`src/rtl/edf_queue_scheduler.sv`:
```
// Earliest-deadline-first arbiter that drains per-requester queues onto one downstream port.
// Each queue owns a deadline counter; the nearest eligible deadline wins in IDLE.
//
// state  | meaning
// IDLE   | pick the eligible queue with the smallest deadline
// SEND   | present the winner's head entry, wait for the handshake
// SETTLE | one bubble so the queue's head and empty flag catch up
module edf_queue_scheduler #(
    parameter int NB_QUEUES     = 4,
    parameter int DATA_SIZE     = 8,
    parameter int REGISTER_SIZE = 32
) (
    input  logic                                 clock,
    input  logic                                 reset,
    input  logic                                 enable,
    input  logic [NB_QUEUES*REGISTER_SIZE-1:0]   periods,
    input  logic [NB_QUEUES-1:0]                 q_empty,
    input  logic [NB_QUEUES*DATA_SIZE-1:0]       q_data,
    output logic [NB_QUEUES-1:0]                 q_consumed,
    output logic [DATA_SIZE-1:0]                 m_data,
    output logic                                 m_valid,
    input  logic                                 m_ready,
    output logic [$clog2(NB_QUEUES)-1:0]         m_source,
    output logic                                 busy,
    output logic [NB_QUEUES-1:0]                 miss
);
    localparam int SRC_W = $clog2(NB_QUEUES);

    typedef enum logic [1:0] {IDLE, SEND, SETTLE} state_t;

    state_t                   state, state_nxt;
    logic [SRC_W-1:0]         sel, winner;
    logic                     any_eligible;
    logic [REGISTER_SIZE-1:0] best;
    logic [REGISTER_SIZE-1:0] deadline [NB_QUEUES];
    logic [REGISTER_SIZE-1:0] period_q [NB_QUEUES];
    logic [DATA_SIZE-1:0]     head     [NB_QUEUES];
    logic [NB_QUEUES-1:0]     eligible;
    logic [NB_QUEUES-1:0]     miss_set;

    always_comb begin
        for (int i = 0; i < NB_QUEUES; i++) begin
            period_q[i] = periods[i*REGISTER_SIZE +: REGISTER_SIZE];
            head[i]     = q_data[i*DATA_SIZE +: DATA_SIZE];
            eligible[i] = !q_empty[i] && (period_q[i] != '0);
        end
    end

    // Strict less-than keeps the lowest index on ties.
    always_comb begin
        any_eligible = 1'b0;
        winner       = '0;
        best         = '0;
        for (int i = 0; i < NB_QUEUES; i++) begin
            if (eligible[i] && (!any_eligible || deadline[i] < best)) begin
                any_eligible = 1'b1;
                winner       = SRC_W'(i);
                best         = deadline[i];
            end
        end
    end

    always_comb begin
        state_nxt  = state;
        q_consumed = '0;
        m_valid    = 1'b0;
        m_data     = '0;
        m_source   = '0;
        busy       = (state != IDLE);
        case (state)
            IDLE: begin
                if (enable && any_eligible) state_nxt = SEND;
            end
            SEND: begin
                m_valid  = 1'b1;
                m_data   = head[sel];
                m_source = sel;
                if (m_ready) begin
                    q_consumed[sel] = 1'b1;
                    state_nxt       = SETTLE;
                end
            end
            SETTLE: state_nxt = IDLE;
            default: state_nxt = IDLE;
        endcase
    end

    always_ff @(posedge clock or posedge reset) begin
        if (reset) begin
            state <= IDLE;
            sel   <= '0;
        end else begin
            state <= state_nxt;
            if (state == IDLE && state_nxt == SEND) sel <= winner;
        end
    end

    // Reload (pop or disabled) takes priority over aging.
    always_ff @(posedge clock or posedge reset) begin
        if (reset) begin
            for (int i = 0; i < NB_QUEUES; i++) deadline[i] <= '0;
        end else begin
            for (int i = 0; i < NB_QUEUES; i++) begin
                if (q_consumed[i] || !enable)
                    deadline[i] <= period_q[i];
                else if (deadline[i] != '0)
                    deadline[i] <= deadline[i] - REGISTER_SIZE'(1);
            end
        end
    end

    always_comb begin
        miss_set = '0;
        for (int i = 0; i < NB_QUEUES; i++) begin
            miss_set[i] = enable && (deadline[i] == '0) && !q_empty[i]
                          && !(state == SEND && sel == SRC_W'(i));
        end
    end

    always_ff @(posedge clock or posedge reset) begin
        if (reset) miss <= '0;
        else       miss <= miss | miss_set;
    end

endmodule

```
`config.mk`:
```
export PLATFORM = sky130hd
export DESIGN_NAME = edf_queue_scheduler
export DESIGN_NICKNAME = d
export VERILOG_FILES = /design/src/rtl/edf_queue_scheduler.sv
export SDC_FILE = /design/constraint.sdc
export NUM_CORES = 1
export LEC_CHECK = 0
export BUFFER_PORTS_ARGS = -buffer_cell sky130_fd_sc_hd__buf_2
export CORE_AREA = 2 2 191 118
export DETAILED_ROUTE_END_ITERATION = 16
export DIE_AREA = 0 0 193 120
export PLACE_DENSITY = 0.85
export SLEW_MARGIN = 20
export SYNTH_ARGS = -nofsm -noshare
export SYNTH_HDL_FRONTEND = slang
export SYNTH_SLANG_ARGS = --single-unit
```
`constraint.sdc`:
```
create_clock -name clock -period 6.5 [get_ports clock]
set_input_delay 0.325 -clock clock [delete_from_list [all_inputs] [get_ports clock]]
set_output_delay 0.325 -clock clock [all_outputs]
set_load 0.1 [all_outputs]
```
---- Yosys cells after proc, flatten, opt, wreduce, memory -nomap -nowiden ----
Cells that the tools add are included.
storage, ports and cells
  flip-flop bits (word level) ............. 136
  input port bits ......................... 168
  output and inout bits ................... 20
  logic and storage cells ................. 119
cells by class
  add/sub/neg operators ................... 4
  $lt $le $gt $ge ......................... 6
  eq/ne operators ......................... 5
  muxes and demuxes ....................... 31
  bitwise logic cells ..................... 2
  reduce and logical (&&, ||, !) cells .... 64
operators by type and width
  cell                     count
  $mux W32                 11
  $reduce_bool A32 Y1      8
  $logic_not A32 Y1        4
  $sub A32 B1 Y32 const B  4
  $lt A32 B32 Y1           3
  $logic_and A1 B1 Y1      26
  $mux W8                  3
  $bmux W8 S2              1
  $logic_not A1 Y1         12
  $mux W2                  5
  $reduce_bool A2 Y1       5
  $mux W4                  2
  $logic_or A1 B1 Y1       7
  $mux W1                  7
  $eq A2 B1 Y1 const B     3
  $eq A2 B2 Y1 const B     2
  $logic_not A2 Y1         2
  $or A4 B4 Y4             1
  $pmux W2 S2              1
  $ge A3 B3 Y1 const B     1
  $lt A2 B3 Y1 const B     1
  $not A2 Y3               1
  $demux W1 S2             1
  $ge A2 B1 Y1 const B     1

---- Longest topological paths before layout ----
  depth after elaboration ................. 20
  depth in mapped cells ................... 37
  mapped depth without buffers ............ 33

---- Worst setup path after synthesis ----
No wires, ideal clock.
  kind .................................... input to register
  start point ............................. in periods[10]
  end point ............................... reg sel[0]
  arrival ................................. 7.285 ns
  path slack .............................. -0.879 ns
  stages on the path ...................... 37
  buffers on the path ..................... 4
  cell sequence ........................... nor4_1 and4_1 a21oi_1 clkbuf_1 nand2_1 ha_1 o21a_1 o21a_1 o311ai_0 a21oi_1 a21o_1 a21oi_1 clkbuf_1 nor2_1 a21oi_1 ha_1 a21o_1 a21o_1 a211o_1 a211oi_1 a41oi_1 a311oi_1 nor2_1 and2_0 clkbuf_1 clkbuf_1 a21o_1 ha_1 a21oi_1 o22ai_1 o21a_1 o21ai_0 a31oi_1 o41ai_1 a21boi_0 a21oi_1 a211oi_1
on the way
  longest elaborated chain between the ends .. 20
  elaborated cells on any way between the ends .. 29
  classes of those cells .................. order compare (3); eq/ne (1); mux (12); reduce/logical (13)
ends and longest elaborated chain
  element                                                    line  source
  start: declaration                                         16    input logic [NB_QUEUES*REGISTER_SIZE-1:0] periods,
  $reduce_bool A32 Y1 *                                      45    eligible[i] = !q_empty[i] && (period_q[i] != '0);
  $logic_and A1 B1 Y1 *                                      45
  $mux W32 / $mux W1 (equally long branches)                 55    if (eligible[i] && (!any_eligible || deadline[i] < best)) begin
  $lt A32 B32 Y1 / $logic_not A1 Y1 (equally long branches)  55
  $logic_or A1 B1 Y1                                         55
  $logic_and A1 B1 Y1                                        55
  $mux W32 / $mux W1 (equally long branches)                 55
  $lt A32 B32 Y1 / $logic_not A1 Y1 (equally long branches)  55
  [... 4 more ...]                                           n/a
  $logic_or A1 B1 Y1                                         55
  $logic_and A1 B1 Y1                                        55
  $mux W1                                                    55
  $logic_and A1 B1 Y1                                        72    if (enable && any_eligible) state_nxt = SEND;
  $mux W2                                                    72
  $pmux W2 S2                                                70    case (state)
  $eq A2 B1 Y1                                               94    if (state == IDLE && state_nxt == SEND) sel <= winner;
  $logic_and A1 B1 Y1                                        94
  end signal: assignment                                     94
  end: declaration                                           32    logic [SRC_W-1:0] sel, winner;
Mark *: on every way between the ends. The rest lies on a longest branch, timed or not.
A chain may end at the register's enable or synchronous reset.

---- Final worst setup path ----
  start point ............................. in periods[27]
  end point ............................... reg sel[0]
Same word-level chain as after synthesis.

==> results by group <==
Clock tree
  – Max Buffers Root-to-Sink: 2
  – Cts-stage hold buffer count: 0
  – CTS tree: yes
  – Clock sinks: 136
  – Worst skew pair latency: 0.44 ns
  – Clk slew on worst S/H paths: 0.07 ns
  – Htree depth: 4
  – CTS Buf Count: 17
  – Clock root cell: clkbuf_16

Finish
  – # diodes: 0
  – # fillers: 1535
  – Area Growth Syn to Fin: 36.80%
  – Post-layout nets: 1912
  – Share of cells above drive strength 1: 32.71%
  – Final Cell Area: 14950 um2

Yosys
  – Sequential cell area fraction in the yosys report: 31.14%
  – Post-synth EDFFs: 0
  – Primary FF master, synth: dfrtp_1
  – Largest cells by area after synthesis: dfrtp_1, ha_1, xnor2_1, nand2_1, o21ai_0
  – Syn_area_per_cell: 8.262 um2
  – Post-synthesis register bit count: 136
  – Async set-reset flop share out of synthesis: 100.0%
  – Compound-Gate Fraction of Synth Area: 18.89%
  – Largest family of logic cells by synthesized area: simple AND/OR/NAND/NOR gates
  – Library cells used by synthesis: 68
  – Mux cell area share after synthesis: 2.232%
  – Warnings from Yosys: 0
  – Synth Area in XOR/XNOR: 8.814%
  – Synth Cell Area: 10930 um2
  – Area leader, netlist: dfrtp_1
  – Post-Synth Simple-Gate Area: 24.97%
  – Post-Syn Nets: 1588
  – Synth Instances: 1323
  – Post-synth top area share: 31.14%
  – Adder-Cell Fraction of Synth Area: 11.10%

Floorplan
  – Rows: 42
  – Die Area: 23160 um2
  – # IOs: 188
  – Die span in y: 120 um
  – Die W: 193 um
  – Core area: 21550 um2
  – Initial Util: 50.73%

Critical path
  – Worst stage delay on the critical path: 0.41 ns
  – Startpoint types: input pin
  – Required @ worst endpoint: 6.85 ns
  – CP Capture Type: flip-flop
  – Slowest-stage cell, CP: or3_4
  – Worst path arrival time: 7.33 ns
  – Most used cell, CP: buf_4
  – Maximum fanout along the worst path: 7
  – Crit path kind: in -> reg

Global routing
  – GRT Util Overall: 35.08%
  – First-pass GRT wire length: 62590 um
  – Largest net degree at the start of global routing: 77
  – Vias in the first global route: 12011
  – Initial antenna violation count: 0
  – Total grt overflow: 0

Detailed routing
  – DRC: 0
  – Pre-Repair DR Iteration Count: 6
  – Number of vias per cell: 6.386
  – Detailed Route Iter0 Violations: 1399
  – Vias post-DR: 12427
  – Routed len/inst: 21.08 um
  – Final WL: 41020 um
  – Post-detailed-route count of antenna-violating nets: 0

STA
  – Tmin final: 6.983 ns
  – Least-Margin Pin Slew: 1.073 ns
  – Max Slew Vio Count: 0
  – Slew margin rel.: 28.42%
  – Setup ws final: -0.4831 ns
  – Clock skew: 0.01352 ns
  – # setup viols final: 2
  – Fin. Hold Viols: 0
  – Period utilisation layout: 107.4%
  – TNS Setup: -0.9495 ns
  – RSZ-0062 raised after global routing: yes
  – Final hold slack: 0.02670 ns
  – Max Fclk: 143.2 MHz

Power and ir drop
  – Net load switching power: 0.001880 W
  – Maximum vdd ir drop: 0.0002612 V
  – Pwr dens: 295.0 nW/um2
  – Combinational power share: 48.2%
  – Clock share of power: 22.6%
  – Leakage: 6.506 nW
  – Internal power: 0.002532 W
  – Flop pwr share: 29.2%
  – Total power: 0.004412 W
  – Sw frac: 42.61%

Run status
  – Failing checks: negative setup slack
  – Status: finished, violations left

Placement
  – IO Port Bufs: 187
  – Gpl congestion: 1.021
  – HPWL after detailed placement: 27890 um
  – DP Area: 13250 um2
  – Pre-CTS setup slack: -1.295 ns

Min path
  – Hold/Removal Path Class: in -> async

Job
  – Maxcap violations: 0
==> routing by layer <==
| metal | global-route usage [%] | wire (um) |
|---|---|---|
| met1 | 47.17 | 16420 |
| met2 | 53.36 | 17850 |
| met3 | 9.886 | 5044 |
| met4 | 13.83 | 1715 |
| met5 | 0 | 0 |
==> layout by cell type (no fill, tap or decap), types with 13 or more instances in the layout <==
master,instances
nor4_1,52
clkbuf_16,17
a21oi_1,68
xnor2_1,91
or4_1,15
o21ai_0,89
inv_1,18
nor3_1,62
nand4_1,16
a21o_1,48
nor2_1,74
or3_1,20
a21oi_2,25
xor2_1,19
ha_4,17
nand3_1,17
ha_1,77
nand2_2,15
o31ai_1,35
nand2_1,185
buf_4,154
o21ai_1,13
dfrtp_1,136
buf_2,186
==> worst max-delay path, delay by kind of cell <==
family,cells,cell delay (ns)
and+or+nand+nor,11,1.81
adders and majority gates,3,0.91
buffers and inverters,9,1.29
AOI/OAI and AO/OA,18,2.98
==> power groups by stage <==
stage / logic [W] / clock network (W) / registers [W]
floorplan: 0.00124 / 0 / 0.00115
global placement: 0.00165 / 0 / 0.00126
detailed placement: 0.00172 / 0 / 0.00127
CTS: 0.00198 / 0.000997 / 0.00127
global route: 0.00228 / 0.00104 / 0.00130
finish: 0.00213 / 0.000997 / 0.00129
==> cell usage after synthesis (20+ instances only) <==
cell type / number
a21oi_1: 95
nand2_1: 202
clkbuf_1: 53
ha_1: 97
o31ai_1: 35
a21o_1: 48
nand3_1: 20
nor2_1: 80
xnor2_1: 91
dfrtp_1: 136
o21ai_0: 98
nor4_1: 60
or3_1: 21
nor3_1: 68
==> metrics by stage <==
stage | util [%] | cells
6_report | 69.40 | 1946
5_1_grt | 69.40 | 1946
4_1_cts | 68.22 | 1939
3_5_place_dp | 61.52 | 1873
3_3_place_gp | 61.52 | 1873
2_1_floorplan | - | 1323
==> sequential cells by signal, summed over array words and instances, names as in the netlist <==
register,flops
sel,2
state,2
miss,4
deadline,128
==> final cells by class <==
class                           count  area (um2)  area share, %
Clock buffer                       21       470.5          3.146
Clock inverter                     11       121.4         0.8116
Inverter                           19       73.82         0.4937
Multi-Input combinational cell   1110        7995          53.47
Sequential cell                   136        3403          22.76
Tap cell                          286       357.8          2.393
Timing Repair Buffer              363        2531          16.93
==> repair_timing <==
action	4_1_cts	5_1_grt
setup endpoints to repair	2	2
pin swaps	56	18
gates cloned	10	0
setup buffers	24	7
resized for setup	95	34
==> cell families after synthesis <==
group	count (synthesis)
AND/OR/NAND/NOR	549
AO/OA/AOI/OAI	337
flip-flops	136
XOR/XNOR	110
adder cells (fa/ha/maj)	97
buffers and inverters	80
multiplexers	14
==> path summary, 6_finish.rpt <==
check,slack [ns],startpoint,to,cells after the start
setup reg to reg,-0.12,deadline[127],sel[0],36
max in group asynchronous,5.25,reset,deadline[89],3
hold reg to reg,0.46,miss[3],miss[3],1
min in group clock,0.10,periods[31],deadline[127],3
setup / recovery,-0.48,periods[27],sel[0],41
hold / removal,0.03,reset,deadline[65],2
(Power assumes the default switching activity.)
